**src/rtl/tdm_demux_1x16_if.sv**
```systemverilog
// Serial TDM receive bus: one bit per channel slot in, rebuilt parallel frame out.
interface tdm_demux_1x16_if #(
  parameter int N    = 16,
  parameter int SELW = 4
);
  logic            din;
  logic            din_valid;
  logic            sof;
  logic [N-1:0]    dout;
  logic            frame_valid;
  logic            frame_err;
  logic [SELW-1:0] ch_idx;
  logic            busy;

  modport master (
    output din, din_valid, sof,
    input  dout, frame_valid, frame_err, ch_idx, busy
  );

  modport slave (
    input  din, din_valid, sof,
    output dout, frame_valid, frame_err, ch_idx, busy
  );
endinterface

```
**src/rtl/tdm_demux_1x16.sv**
```systemverilog
// 1-bit TDM stream to 16-bit parallel word; one registered word and strobe per frame.

module tdm_demux_1x16_slot (
  input  logic clk,
  input  logic rst_n,
  input  logic we,
  input  logic d,
  output logic q
);
  always_ff @(posedge clk or negedge rst_n)
    if (!rst_n)  q <= 1'b0;
    else if (we) q <= d;
endmodule

module tdm_demux_1x16 #(
  parameter int N    = 16,
  parameter int SELW = 4
) (
  input  logic              clk,
  input  logic              rst_n,
  tdm_demux_1x16_if.slave   bus
);
  typedef enum logic {IDLE = 1'b0, RECV = 1'b1} state_t;

  state_t          st, nxt;
  logic [SELW-1:0] ch_q;
  logic [N-1:0]    dout_q;
  logic            fv_q, fe_q;
  logic            sof_beat, data_beat, done, abort;
  logic            last_slot;

  // Slot N-1 goes straight from din into dout, so only N-1 slots need storage.
  logic [N-2:0]    sh;
  logic [N-2:0]    sh_we;

  assign last_slot = (ch_q == SELW'(N-1));

  // State register
  always_ff @(posedge clk or negedge rst_n)
    if (!rst_n) st <= IDLE;
    else        st <= nxt;

  // Next-state logic
  always_comb begin
    nxt = st;
    case (st)
      IDLE:    if (bus.din_valid && bus.sof) nxt = RECV;
      RECV:    if (bus.din_valid && !bus.sof && last_slot) nxt = IDLE;
      default: nxt = IDLE;
    endcase
  end

  // Output/control decode; a sof beat always restarts, aborting any frame in flight
  always_comb begin
    sof_beat  = bus.din_valid & bus.sof;
    data_beat = 1'b0;
    abort     = 1'b0;
    if (st == RECV) begin
      data_beat = bus.din_valid & ~bus.sof;
      abort     = sof_beat;
    end
    done = data_beat & last_slot;
  end

  for (genvar k = 0; k < N-1; k++) begin : g_slot
    if (k == 0) begin : g_first
      assign sh_we[k] = sof_beat | (data_beat & (ch_q == SELW'(k)));
    end else begin : g_rest
      assign sh_we[k] = data_beat & (ch_q == SELW'(k));
    end
    tdm_demux_1x16_slot u_slot (
      .clk   (clk),
      .rst_n (rst_n),
      .we    (sh_we[k]),
      .d     (bus.din),
      .q     (sh[k])
    );
  end

  always_ff @(posedge clk or negedge rst_n)
    if (!rst_n) begin
      ch_q   <= '0;
      dout_q <= '0;
      fv_q   <= 1'b0;
      fe_q   <= 1'b0;
    end else begin
      fv_q <= done;
      fe_q <= abort;
      if (sof_beat)       ch_q <= SELW'(1);
      else if (done)      ch_q <= '0;
      else if (data_beat) ch_q <= ch_q + SELW'(1);
      if (done) dout_q <= {bus.din, sh};
    end

  assign bus.dout        = dout_q;
  assign bus.frame_valid = fv_q;
  assign bus.frame_err   = fe_q;
  assign bus.ch_idx      = ch_q;
  assign bus.busy        = (st == RECV);
endmodule

```
**src/flat_wrapper.sv**
```systemverilog
// flat-port wrapper written by rule: the top's interface ports become plain ports
module tdm_demux_1x16_flat 
#(
  parameter int N    = 16,
  parameter int SELW = 4
)
  (clk, rst_n, bus_din, bus_din_valid, bus_sof, bus_dout, bus_frame_valid, bus_frame_err, bus_ch_idx, bus_busy);
  tdm_demux_1x16_if #(.N(N), .SELW(SELW)) bus_i ();
  input  logic clk;
  input  logic rst_n;
  input wire logic [$bits(bus_i.din)-1:0] bus_din;
  input wire logic [$bits(bus_i.din_valid)-1:0] bus_din_valid;
  input wire logic [$bits(bus_i.sof)-1:0] bus_sof;
  output wire logic [$bits(bus_i.dout)-1:0] bus_dout;
  output wire logic [$bits(bus_i.frame_valid)-1:0] bus_frame_valid;
  output wire logic [$bits(bus_i.frame_err)-1:0] bus_frame_err;
  output wire logic [$bits(bus_i.ch_idx)-1:0] bus_ch_idx;
  output wire logic [$bits(bus_i.busy)-1:0] bus_busy;
  assign bus_i.din = bus_din;
  assign bus_i.din_valid = bus_din_valid;
  assign bus_i.sof = bus_sof;
  assign bus_dout = bus_i.dout;
  assign bus_frame_valid = bus_i.frame_valid;
  assign bus_frame_err = bus_i.frame_err;
  assign bus_ch_idx = bus_i.ch_idx;
  assign bus_busy = bus_i.busy;
  tdm_demux_1x16 #(.N(N), .SELW(SELW)) u_core (.clk(clk), .rst_n(rst_n), .bus(bus_i));
endmodule
```
**config.mk**
```make
export PLATFORM = sky130hd
export DESIGN_NAME = tdm_demux_1x16_flat
export DESIGN_NICKNAME = d
export VERILOG_FILES = /design/src/rtl/tdm_demux_1x16_if.sv /design/src/rtl/tdm_demux_1x16.sv /design/src/flat_wrapper.sv
export SDC_FILE = /design/constraint.sdc
export NUM_CORES = 1
export LEC_CHECK = 0
export ABC_AREA = 1
export CORE_MARGIN = 2
export CORE_UTILIZATION = 47
export DETAILED_ROUTE_END_ITERATION = 8
export PLACE_DENSITY_LB_ADDON = 0.3
export SLEW_MARGIN = 20
export SYNTH_ARGS = -nofsm -noshare
export SYNTH_HDL_FRONTEND = slang
export SYNTH_SLANG_ARGS = --single-unit
```
**constraint.sdc**
```tcl
create_clock -name clk -period 1.2 [get_ports clk]
set_input_delay 0.12 -clock clk [delete_from_list [all_inputs] [get_ports clk]]
set_output_delay 0.12 -clock clk [all_outputs]
set_load 0.05 [all_outputs]
```
# Word-level counts from Yosys, hierarchy flattened
# Index checks and enable logic that the tools add are counted.
# word_totals
register_bits,38
output_inout_bits,23
elab_cells,71
# op_classes
n_addsub,1
n_eq_ne,15
n_mux,8
bitwise,21
n_reduce_logical,6
# op_table
cell,count
$eq A4 B4 Y1 const B,8
$and A1 B1 Y1,18
$eq A4 B3 Y1 const B,4
$mux W4,3
$eq A4 B2 Y1 const B,2
$add A4 B1 Y4 const B,1
$eq A4 B1 Y1 const B,1
$logic_not A4 Y1,1
$mux W1,4
$logic_and A1 B1 Y1,3
$reduce_bool A3 Y1,1
$not A1 Y1,2
$pmux W1 S2,1
$logic_not A1 Y1,1
$or A1 B1 Y1,1

# Logic depth before layout (Yosys ltp)
# Gate-level depths: netlist of run 1.
# logic_depth
word_depth,6
ltp_mapped,8
mapped_depth_nobuf,8

# Modules after synthesis
# Synthesis of run 1 repeated with hierarchy kept, for this count alone.
# unflattened
cells_unflattened,213
hier_area_um2,1696.6
# modules_own_cells
mod,instances,cells_per_inst,area_each_um2,seq_area_each_um2
tdm_demux_1x16,1,138,1096.1,575.6
tdm_demux_1x16_slot,15,5,40.0,25.0

# Least setup slack after synthesis of run 1
# Ideal clock, no wire load.
# synth_timing
path_type,register to register
startpoint,"reg u_core.ch_q[0], in the netlist u_core.bus.ch_idx[0]"
endpoint,"reg u_core.dout_q[10], in the netlist u_core.bus.dout[10]"
setup_ps,118
t_arrival_ps,1559
path_slack_ps,-476
stages_incl_launch_ff,8
path_buffers,1
period_less_slack_ps,1676
path_cell_list,dfrtp_1 > ha_1 > inv_1 > nor2_4 > nand2_4 > buf_2 > nand2_1 > nand2_1
# synth_between
elab_chain_cells,2
# synth_rtl
element,line_no,rtl
"start, declared",tdm_demux_1x16.sv:26,logic [SELW-1:0] ch_q;
"start signal, assigned",tdm_demux_1x16.sv:91,else if (data_beat) ch_q <= ch_q + SELW'(1);
$eq A4 B4 Y1,tdm_demux_1x16.sv:36,assign last_slot = (ch_q == SELW'(N-1));
$and A1 B1 Y1,tdm_demux_1x16.sv:62,done = data_beat & last_slot;
"end signal, assigned",tdm_demux_1x16.sv:92,"if (done) dout_q <= {bus.din, sh};"
"end, declared",tdm_demux_1x16.sv:27,logic [N-1:0] dout_q;
# No other way between the ends.
# A chain may end at the register's enable or synchronous reset.

# Worst setup path after layout of run 1
# layout_timing
startpoint,"reg u_core.ch_q[0], in the netlist u_core.bus.ch_idx[0]"
endpoint,"reg u_core.dout_q[15], in the netlist u_core.bus.dout[15]"
# Same word-level chain as after synthesis.

==> key figures, run 1 <==
Outcome
  • Outcome: complete, but fails checks
  • Violated checks: setup timing

Synth
  • FF+latch count, synth: 38
  • Post-synthesis sequential area ratio: 57.6%
  • Synthesized cell area: 1650 um^2
  • Cell variety after synth: 17
  • Syn Area/Cell: 8.73 um^2
  • Yosys top cell area share: about 58%
  • Synth area leaders: dfrtp_1 58%, nand2_1 18%, nand3_1 5.8%, o21ai_0 4.5%, inv_1 3.4%
  • Synth Warn #: 0
  • Synth Instances: 189
  • Mapped Nets: 198
  • Synth area leader: dfrtp_1

Route
  • Final antenna-violating net count: 0
  • Total wire length: 4080 um
  • DRC viols: 0
  • Via/cell ratio: slightly above 5
  • Detailed router's first-iteration violation count: 76
  • Via count: 1519
  • DR pass1 iterations: 4
  • DR WL/cell: 13.9 um

Global route
  • Vias in the first global route: about 1400
  • Pin count of the biggest net entering global routing: 39
  • Overall global routing resource usage: 21.3%
  • First-pass GRT wire length: 6600 um
  • Initial antenna violation count: 0
  • Overflow after GRT: 0

Floorplanning
  • Initial Util: between 40% and 50%
  • Die Y: 63.3 um
  • Die area: 4000 um^2
  • I/O pins: 28
  • Die width: 63.3 um
  • Core ar.: 3360 um^2
  • FP Rows: 21

Clock tree
  • Clock transition at path regs: 120 ps
  • H-tree depth: 2
  • Clk_lat worst skew: roughly 350 ps
  • Root Driver: clkbuf_4
  • Clk buf depth: 2
  • Number of buffers created by CTS: 5
  • CTS tree: done
  • Total clock sinks: 38

Final layout
  • ANT cells: 0
  • Area growth syn-to-layout: 57.8%
  • Finished Cell Area: 2610 um^2
  • Final Non-Filler Cells: slightly below 300
  • Fill cells: around 240
  • Final nets: 255
  • Share of post-route cells with drive strength above 1: between 30% and 40%

Setup path
  • Nature of the critical path startpoint: flip-flop
  • Crit path capture type: flip-flop
  • Crit path DAT: 1540 ps
  • Worst path required time: 1440 ps
  • Worst-path fanout max: 5
  • Critical R2R Launch: u_core.bus.ch_idx[0]$_DFFE_PN0P_
  • Kind of critical path: reg2reg
  • Critical Path Start: u_core.bus.ch_idx[0]$_DFFE_PN0P_

Pwr
  • Worst VDD drop: roughly 0.80 mV
  • Pwr Density: 1030 nW/um^2
  • Pint: roughly 0.0019 W
  • Leakage Power: 1.36 nW
  • Psw: 0.000772 W
  • Clock share of power: between 20 and 30%
  • Combinational power share: 19.7%
  • Sw frac: ~29%
  • Reg power frac: about 55%

Placement
  • Final HPWL from detailed placement: 2640 um
  • Port bufs: 27
  • Placer Congestion: 0.911
  • Inst Count DP: 273
  • Cell Area, Placed: between 2000 and 2500 um^2

Min path
  • Worst Hold Class: in2async

STA
  • Min cycle time layout: around 1300 ps
  • Fmax: about 770 MHz
  • Final hold vios: 0
  • Setup violations, final: 34
  • Worst-margin pin slew: about 460 ps
  • Final Skew: 14.9 ps
  • Final hold slack: 338 ps
  • RSZ-0062 raised after global routing: true
  • TNS Setup: -2140 ps
  • Headroom to the max-slew limit: 69.4%
  • Setup ws final: -105 ps
  • Final Max Slew Viols: 0
  • Crit share post-route: 109%

Flow run
  • Max cap viols: 0
cells in the final DEF, fill, tap and decap left out, types with 5 or more instances in the layout:
| master | synthesis | routed |
|---|---|---|
| o21ai_0 | 15 | 8 |
| inv_1 | 15 | 11 |
| nand2_2 | 2 | 12 |
| nand3_1 | 19 | 18 |
| nand2_1 | 79 | 67 |
| dfrtp_2 | 0 | 5 |
| buf_4 | 0 | 15 |
| dfrtp_1 | 38 | 33 |
| clkbuf_4 | 0 | 5 |
| o21ai_1 | 0 | 7 |
| buf_12 | 0 | 26 |
worst paths after layout:
kind | endpoint | slack, ps | cells past startpoint
worst max-delay path | u_core.bus.dout[15]$_DFFE_PN0P_ | -110 | 7
worst min-delay path | u_core.g_slot[2].u_slot.q$_DFFE_PN0P_ | 340 | 3
worst max register to register | u_core.bus.dout[15]$_DFFE_PN0P_ | -110 | 7
worst min register to register | u_core.bus.dout[7]$_DFFE_PN0P_ | 480 | 2
max in group asynchronous | u_core.bus.ch_idx[3]$_DFFE_PN0P_ | 510 | 3
min in group clk | u_core.bus.dout[7]$_DFFE_PN0P_ | 480 | 2
final cells by class:
type	count	area [um^2]	area share (%)
Clock buffer	7	55.1	2.11
Tap cell	46	57.6	2.21
Timing Repair Buffer	50	723	27.8
Timing Repair inverter	2	20.0	0.768
Sequential cell	38	957	36.7
Clock inverter	1	5.00	0.192
Multi-Input combinational cell	133	712	27.3
Inverter	16	75.1	2.88
worst max-delay path: stages (launching register included):
cell,delay (ps)
dfrtp_2,440
ha_4,170
inv_4,40
nor2_4,190
buf_12,150
nand2_4,80
nand2_1,80
nand2_1,50
logic make-up (layout without fill, tap and decap cells):
| logic type | Yosys count | count (layout) | synth area share [%] |
|---|---|---|---|
| compound gates | 17 | 17 | 5.31 |
| fa+ha+maj | 4 | 4 | 3.03 |
| buf+inv | 20 | 76 | 5.61 |
| flops | 38 | 38 | 57.6 |
| simple gates | 110 | 112 | 28.4 |
flip-flops by register name (all words and copies together) (netlist names):
signal,flops
u_core.bus.frame_err,1
u_core.bus.ch_idx,4
u_core.bus.frame_valid,1
u_core.bus.dout,16
u_core.g_slot.u_slot.q,15
u_core.bus.busy,1
layer usage:
layer	part of all wire (%)	GRT usage, %	wire length, um
met1	39	25.7	1570
met3	6.7	5.71	275
met2	52	36.2	2130
met4	2.5	8.70	103
met5	0	0	0
per-stage QoR:
stage,util [%],power [W],worst slack [ps]
5_1_grt,77.5,0.00282,-142
4_1_cts,72.3,0.00262,-72.1
2_1_floorplan,-,0.00168,-153
6_report,77.5,0.00267,-105
3_3_place_gp,69.2,0.00191,-281
3_5_place_dp,69.2,0.00192,-326
cell usage after synthesis:
| master | number |
|---|---|
| nand2_2 | 2 |
| a21oi_1 | 1 |
| nor2_4 | 2 |
| buf_8 | 1 |
| nand2_1 | 79 |
| dfrtp_1 | 38 |
| buf_2 | 1 |
| nand4_1 | 2 |
| o21ai_0 | 15 |
| nand2_4 | 1 |
| o211ai_1 | 1 |
| nand3_1 | 19 |
| inv_6 | 1 |
| clkbuf_1 | 2 |
| ha_1 | 4 |
| inv_1 | 15 |
| nor2_1 | 5 |
timing repair:
item	4_1_cts	5_1_grt
setup endpoints to repair	35	39
endpoints found under the hold margin	38	0
pin swaps	1	7
gates cloned	0	4
hold buffers	1	0
setup buffers	1	6
gates resized for setup	8	28
power groups by stage:
stage | Sequential (W) | Combinational, W | Clock (W)
6_report | 0.00146 | 0.000527 | 0.000687
5_1_grt | 0.00147 | 0.000577 | 0.000769
4_1_cts | 0.00145 | 0.000467 | 0.000704
3_5_place_dp | 0.00147 | 0.000447 | 0
2_1_floorplan | 0.00152 | 0.000162 | 0
3_3_place_gp | 0.00147 | 0.000434 | 0
Note: power is estimated with default switching activity, not from simulation.
==> run 2, diff against run 1 <==
Settings changed: ABC_AREA 1 to 0, CORE_UTILIZATION 47 to 49, CTS_BUF_LIST set to sky130_fd_sc_hd__clkbuf_8.
==> run 2 against run 1 <==
Effect of this change: worst setup slack lost 340 ps; critical endpoint is now u_core.g_slot[3].u_slot.q$_DFFE_PN0P_; largest power group unchanged; synthesized cell count shrank 33%; register-to-register slack lost 340 ps; non-clock buffer count grew 13; wire length grew 9.7%; the flow still finishes with violations (setup timing); global-route usage grew 0.25 points.
==> key figures, run 2 <==
Floorplanning
  • Die area: 3930 um^2 (-1.8%)
  • Die Y: 62.7 um (-0.92%)
  • FP Rows: 21 (unchanged)
  • I/O pins: 28 (unchanged)
  • Core ar.: 3310 um^2 (-1.6%)
  • Initial Util: 50.9% (+1.9 points)
  • Die width: 62.7 um (-0.92%)

Final layout
  • Fill cells: 167 (-31%)
  • Share of post-route cells with drive strength above 1: 63.4% (+27 points)
  • Fin util: 84.8% (+7.4 points)
  • Finished Cell Area: 2810 um^2 (+7.8%)
  • Area growth syn-to-layout: 66.5%
  • Max FFs per register: 16 (unchanged)
  • Final nets: 199 (-22%)
  • Commonest non-fill, non-tap cells in the layout: 33 x dfrtp_1, 25 x buf_12, 25 x buf_4
  • Most common cell after layout, fill and taps aside: dfrtp_1
  • ANT cells: 0 (unchanged)

STA
  • TNS Setup: -13620 ps (-11490 ps)
  • Final hold slack: 295 ps (-43.4 ps)
  • Setup violations, final: 38 (+12%)
  • Crit share post-route: 137% (+28 points)
  • Setup ws final: -446 ps (-341 ps)
  • Fmax: 607 MHz (-21%)
  • Final hold vios: 0 (unchanged)
  • Final Max Slew Viols: 0 (unchanged)
  • Headroom to the max-slew limit: 70.3% (+0.90 points)
  • Worst-margin pin slew: 445 ps (-13.5 ps)
  • Final Skew: 8.55 ps (-6.34 ps)
  • Min cycle time layout: 1650 ps (+341 ps)
  • RSZ-0062 raised after global routing: true

Clock tree
  • Total clock sinks: 38 (unchanged)
  • Clk buf depth: 2 (unchanged)
  • Clock transition at path regs: 70 ps (-50 ps)
  • Number of buffers created by CTS: 5 (unchanged)
  • H-tree depth: 2 (unchanged)
  • Root Driver: clkbuf_8
  • CTS tree: done
  • Clk_lat worst skew: 300 ps (-50 ps)

Setup path
  • Crit path DAT: 1820 ps (+280 ps)
  • R2R Setup Slk: -450 ps (-340 ps)
  • R2R Path End: u_core.g_slot[3].u_slot.q$_DFFE_PN0P_
  • FF-to-FF path depth: 5 (-2)
  • Critical path's top delay family: flip-flops
  • Critical path's slowest cell: dfrtp_4
  • Worst-path fanout max: 4 (-1)
  • Buf/Inv on CP: 1 (-1)
  • Kind of critical path: reg2reg
  • Critical R2R Launch: u_core.bus.ch_idx[0]$_DFFE_PN0P_
  • Nature of the critical path startpoint: flip-flop
  • CP Depth: 5 (-2)
  • Worst path required time: 1380 ps (-60 ps)
  • Delay of the slowest critical-path stage: 440 ps (about the same)
  • Crit path capture type: flip-flop
  • CP cell instances: buf_4 -> ha_4 -> nand4b_1 -> nor3_1 -> mux2_2

Global route
  • Overflow after GRT: 0 (unchanged)
  • Overall global routing resource usage: 21.6% (+0.25 points)
  • Vias in the first global route: 1244 (-14%)
  • First-pass GRT wire length: 6290 um (-4.8%)
  • Pin count of the biggest net entering global routing: 23 (-41%)
  • Initial antenna violation count: 0 (unchanged)

Synth
  • Post-synth EDFFs: 0 (unchanged)
  • Ys async rst share: 100% (unchanged)
  • Synth Instances: 127 (-33%)
  • Synthesized cell area: 1690 um^2 (+2.2%)
  • Post-synthesis sequential area ratio: 56.4% (-1.2 points)
  • Synth Warn #: 0 (unchanged)
  • Mapped Nets: 136 (-31%)
  • Syn Area/Cell: 13.3 um^2 (+52%)
  • Count leader, synth: dfrtp_1
  • FF+latch count, synth: 38 (unchanged)
  • Top FF cell, synth: dfrtp_1
  • Synth area leader: dfrtp_1
  • Synth area leaders: dfrtp_1 56%, mux2_2 16%, mux2_4 6.2%, ha_1 3.0%, nor2_1 2.9%
  • Yosys top cell area share: 56.4% (-1.2 points)
  • Cell variety after synth: 27 (+10)
  • Most frequent cells after synthesis: 38 x dfrtp_1, 24 x mux2_2, 13 x nor2_1

Route
  • DR pass1 iterations: 4 (unchanged)
  • DRC viols: 0 (unchanged)
  • Total wire length: 4480 um (+9.7%)
  • Via/cell ratio: 5.34 (+3.0%)
  • DR WL/cell: 18.9 um (+36%)
  • Detailed router's first-iteration violation count: 70 (-7.9%)
  • Final antenna-violating net count: 0 (unchanged)
  • Via count: 1265 (-17%)

Placement
  • Final HPWL from detailed placement: 2460 um (-6.6%)
  • Placer Congestion: 0.879 (-3.5%)
  • Cell Area, Placed: 2420 um^2 (+3.9%)
  • Port bufs: 27 (unchanged)

Min path
  • Worst Hold Class: in2async

Pwr
  • Worst VDD drop: 0.868 mV (+8.0%)
  • Total Power: 0.00378 W (+41%)
  • Pwr Density: 1350 nW/um^2 (+31%)
  • Leakage Power: 1.29 nW (-5.4%)

Outcome
  • Outcome: complete, but fails checks
  • Violated checks: setup timing

Flow run
  • Max cap viols: 0 (unchanged)
==> run 2: metrics by stage <==
step                      instances  setup WS, ps
after floorplan                 127          -562
after global placement          214          -435
after detailed placement        214          -524
after CTS                       230          -381
after global routing            237          -534
final                           237          -446
==> run 2: logic make-up after synthesis <==
group	share of synthesized area, %
DFF	56.4
buffers and inverters	3.19
muxes	22.3
and+or+nand+nor	11.5
adders and majority gates	2.97
xor gates and xnor gates	0.519
AOI/OAI and AO/OA	3.19
==> run 2: repair_timing <==
| action | in CTS | in global routing |
|---|---|---|
| setup endpoints to repair | 38 | 39 |
| hold buffers | 1 | 0 |
| cloned | 0 | 2 |
| setup buffers | 7 | 5 |
| pin swaps | 9 | 3 |
| endpoints found under the hold margin | 16 | 0 |
| gates resized for setup | 19 | 18 |
==> run 2: cell type report <==
| class | count | area [um^2] | share of cell area, % |
|---|---|---|---|
| Sequential cell | 38 | 960 | 34.2 |
| Multi-Input combinational cell | 80 | 837 | 29.8 |
| Timing Repair Buffer | 63 | 837 | 29.8 |
| Clock buffer | 5 | 68.8 | 2.45 |
| Tap cell | 46 | 57.6 | 2.05 |
| Clock inverter | 3 | 37.5 | 1.34 |
| Inverter | 2 | 10.0 | 0.357 |
==> run 2: worst reg2reg max path, stage by stage, from the launching register on <==
cell      delay [ps]
dfrtp_4          440
buf_4            130
ha_4             150
nand4b_1         140
nor3_1           300
mux2_2           370
==> run 2: where the power goes <==
group,internal (W),switching (W),leakage (nW),total [W]
Sequential,0.00147,0.000171,0.503,0.00164
Combinational,0.000593,0.000499,0.725,0.00109
Clock,0.000605,0.000443,0.0607,0.00105
==> run 2: metal layers <==
layer / share of wire [%] / track usage (%)
met3: 4.7 / 5.77
met5: 0 / 0
met1: 41 / 26.4
met4: 1.7 / 11.1
met2: 52 / 35.1
==> run 2: worst max-delay path by stage <==
stage,startpoint,end,slack [ps]
after floorplan,u_core.bus.ch_idx[1]$_DFFE_PN0P_,u_core.bus.dout[10]$_DFFE_PN0P_,-560
after global placement,bus_sof,u_core.g_slot[2].u_slot.q$_DFFE_PN0P_,-430
after detailed placement,bus_sof,u_core.g_slot[2].u_slot.q$_DFFE_PN0P_,-520
after CTS,u_core.bus.ch_idx[0]$_DFFE_PN0P_,u_core.g_slot[1].u_slot.q$_DFFE_PN0P_,-380
after global routing,u_core.bus.ch_idx[0]$_DFFE_PN0P_,u_core.g_slot[3].u_slot.q$_DFFE_PN0P_,-530
final,u_core.bus.ch_idx[0]$_DFFE_PN0P_,u_core.g_slot[3].u_slot.q$_DFFE_PN0P_,-450
==> run 3, diff against run 2 <==
Settings changed: RECOVER_POWER set to 25.
==> run 3 against run 2 <==
Effect of this change: the run still ends with setup timing left; design area unchanged; sequential share of layout area unchanged; largest power group unchanged; first-iteration DRC count unchanged; register-to-register slack about the same; clock skew about the same; maximum frequency about the same; combinational power about the same; sequential cell count unchanged; power about the same; sequential power about the same; cell count unchanged.
==> key figures, run 3 (synthesis gave the netlist of run 2 again) <==
STA
  • Final hold vios: 0 (unchanged)
  • Final Max Slew Viols: 0 (unchanged)
  • Final Skew: 8.61 ps (+0.0637 ps)
  • TNS Setup: -13610 ps (+11.7 ps)
  • Final hold slack: 313 ps (+18.1 ps)
  • Setup ws final: -445 ps (+1.40 ps)
  • RSZ-0062 raised after global routing: true
  • Fmax: 608 MHz (about the same)
  • Crit share post-route: 137% (about the same)
  • Worst-margin pin slew: 495 ps (+50.2 ps)
  • Min cycle time layout: 1650 ps (-1.40 ps)
  • Headroom to the max-slew limit: 67.0% (-3.3 points)
  • Setup violations, final: 38 (unchanged)

Final layout
  • Max FFs per register: 16 (unchanged)
  • ANT cells: 0 (unchanged)
  • Share of post-route cells with drive strength above 1: 63.4% (unchanged)
  • Area growth syn-to-layout: 66.5% (unchanged)
  • Final nets: 199 (unchanged)
  • Most common cell after layout, fill and taps aside: dfrtp_1
  • Fin util: 84.8% (unchanged)
  • Commonest non-fill, non-tap cells in the layout: 33 x dfrtp_1, 25 x buf_12, 25 x buf_4

Route
  • Detailed router's first-iteration violation count: 70 (unchanged)
  • Via count: 1266 (+0.079%)
  • Final antenna-violating net count: 0 (unchanged)
  • Via/cell ratio: 5.34 (about the same)
  • DR pass1 iterations: 4 (unchanged)
  • DRC viols: 0 (unchanged)
  • Total wire length: 4480 um (about the same)
  • DR WL/cell: 18.9 um (about the same)

Setup path
  • Delay of the slowest critical-path stage: 440 ps (about the same)
  • R2R Setup Slk: -450 ps (about the same)
  • Critical R2R Launch: u_core.bus.ch_idx[0]$_DFFE_PN0P_
  • Critical Path Start: u_core.bus.ch_idx[0]$_DFFE_PN0P_
  • Crit path DAT: 1820 ps (about the same)
  • Worst-path fanout max: 4 (unchanged)
  • Nature of the critical path startpoint: flip-flop
  • Crit path capture type: flip-flop
  • Critical path's slowest cell: dfrtp_4
  • Worst path required time: 1380 ps (about the same)
  • Kind of critical path: reg2reg
  • Buf/Inv on CP: 1 (unchanged)
  • Critical path's top delay family: flip-flops
  • CP cell instances: buf_4 -> ha_4 -> nand4b_1 -> nor3_1 -> mux2_2

Clock tree
  • CTS tree: done
  • H-tree depth: 2 (unchanged)
  • Clk buf depth: 2 (unchanged)
  • Root Driver: clkbuf_8
  • Total clock sinks: 38 (unchanged)
  • Clk_lat worst skew: 300 ps (about the same)
  • Number of buffers created by CTS: 5 (unchanged)
  • Clock transition at path regs: 70 ps (about the same)

Min path
  • Worst Hold Class: in2async

Placement
  • Placer Congestion: 0.879 (unchanged)
  • Port bufs: 27 (unchanged)
  • Final HPWL from detailed placement: 2460 um (unchanged)
  • Post-Place Worst Slack: -524 ps (unchanged)

Outcome
  • Violated checks: setup timing
  • Outcome: complete, but fails checks

Pwr
  • Pwr Density: 1350 nW/um^2 (about the same)
  • Worst VDD drop: 0.866 mV (-0.14%)
  • Leakage Power: 1.29 nW (about the same)
  • Total Power: 0.00379 W (about the same)

Global route
  • First-pass GRT wire length: 6290 um (unchanged)
  • Overflow after GRT: 0 (unchanged)
  • Pin count of the biggest net entering global routing: 23 (unchanged)
  • Overall global routing resource usage: 21.6% (unchanged)
  • Vias in the first global route: 1244 (unchanged)
  • Initial antenna violation count: 0 (unchanged)

Floorplanning
  • Die width: 62.7 um (unchanged)
  • Core ar.: 3310 um^2 (unchanged)
  • Die area: 3930 um^2 (unchanged)
  • FP Rows: 21 (unchanged)
  • I/O pins: 28 (unchanged)
  • Initial Util: 50.9% (unchanged)
  • Die Y: 62.7 um (unchanged)

Flow run
  • Max cap viols: 0 (unchanged)
[run 3: cell count changes in the layout (fill, tap and decap cells not counted)]
cell      change
buf_2         -1
clkbuf_2      +1
[run 3: layer usage]
metal	vias up	wire, um	track usage [%]
met5	-	0	0
met4	0	89	11.1
met3	13	211	5.77
met2	35	2320	35.1
met1	654	1860	26.4
li1	564	-	-
[run 3: report_power, final]
part	switching (W)	internal, W
logic	0.000498	0.000593
registers	0.000171	0.00147
clock network	0.000445	0.000605
total	0.00111	0.00267
[run 3: path summary, 6_finish.rpt]
kind                            cells after the start                                      to
min in group clk                                    1          u_core.bus.dout[3]$_DFFE_PN0P_
worst min-delay path                                2        u_core.bus.ch_idx[3]$_DFFE_PN0P_
max in group asynchronous                           3  u_core.g_slot[14].u_slot.q$_DFFE_PN0P_
worst max-delay path                                5   u_core.g_slot[3].u_slot.q$_DFFE_PN0P_
worst max register to register                      5   u_core.g_slot[3].u_slot.q$_DFFE_PN0P_
worst min register to register                      1          u_core.bus.dout[3]$_DFFE_PN0P_
[run 3: through the flow]
stage / cells / cell area, um^2
floorplan: 127 / 1740
global placement: 214 / 2420
detailed placement: 214 / 2420
CTS: 230 / 2660
global route: 237 / 2810
finish: 237 / 2810
[run 3: final cells by class]
type                       count  area [um^2]
tap                           46         57.6
inverter                       2         10.0
multi-input combinational     80          837
sequential                    38          960
clock buffer                   5         68.8
fill                         167          503
timing repair buffer          63          837
clock inverter                 3         37.5
[run 3: what timing repair did]
action                                  in CTS  in global routing
pin swaps                                    9                  3
endpoints found under the setup margin      38                 39
buffers inserted                             7                  5
hold buffers                                 1                  0
cloned                                       0                  2
resized for setup                           19                 18
endpoints found under the hold margin       16                  0
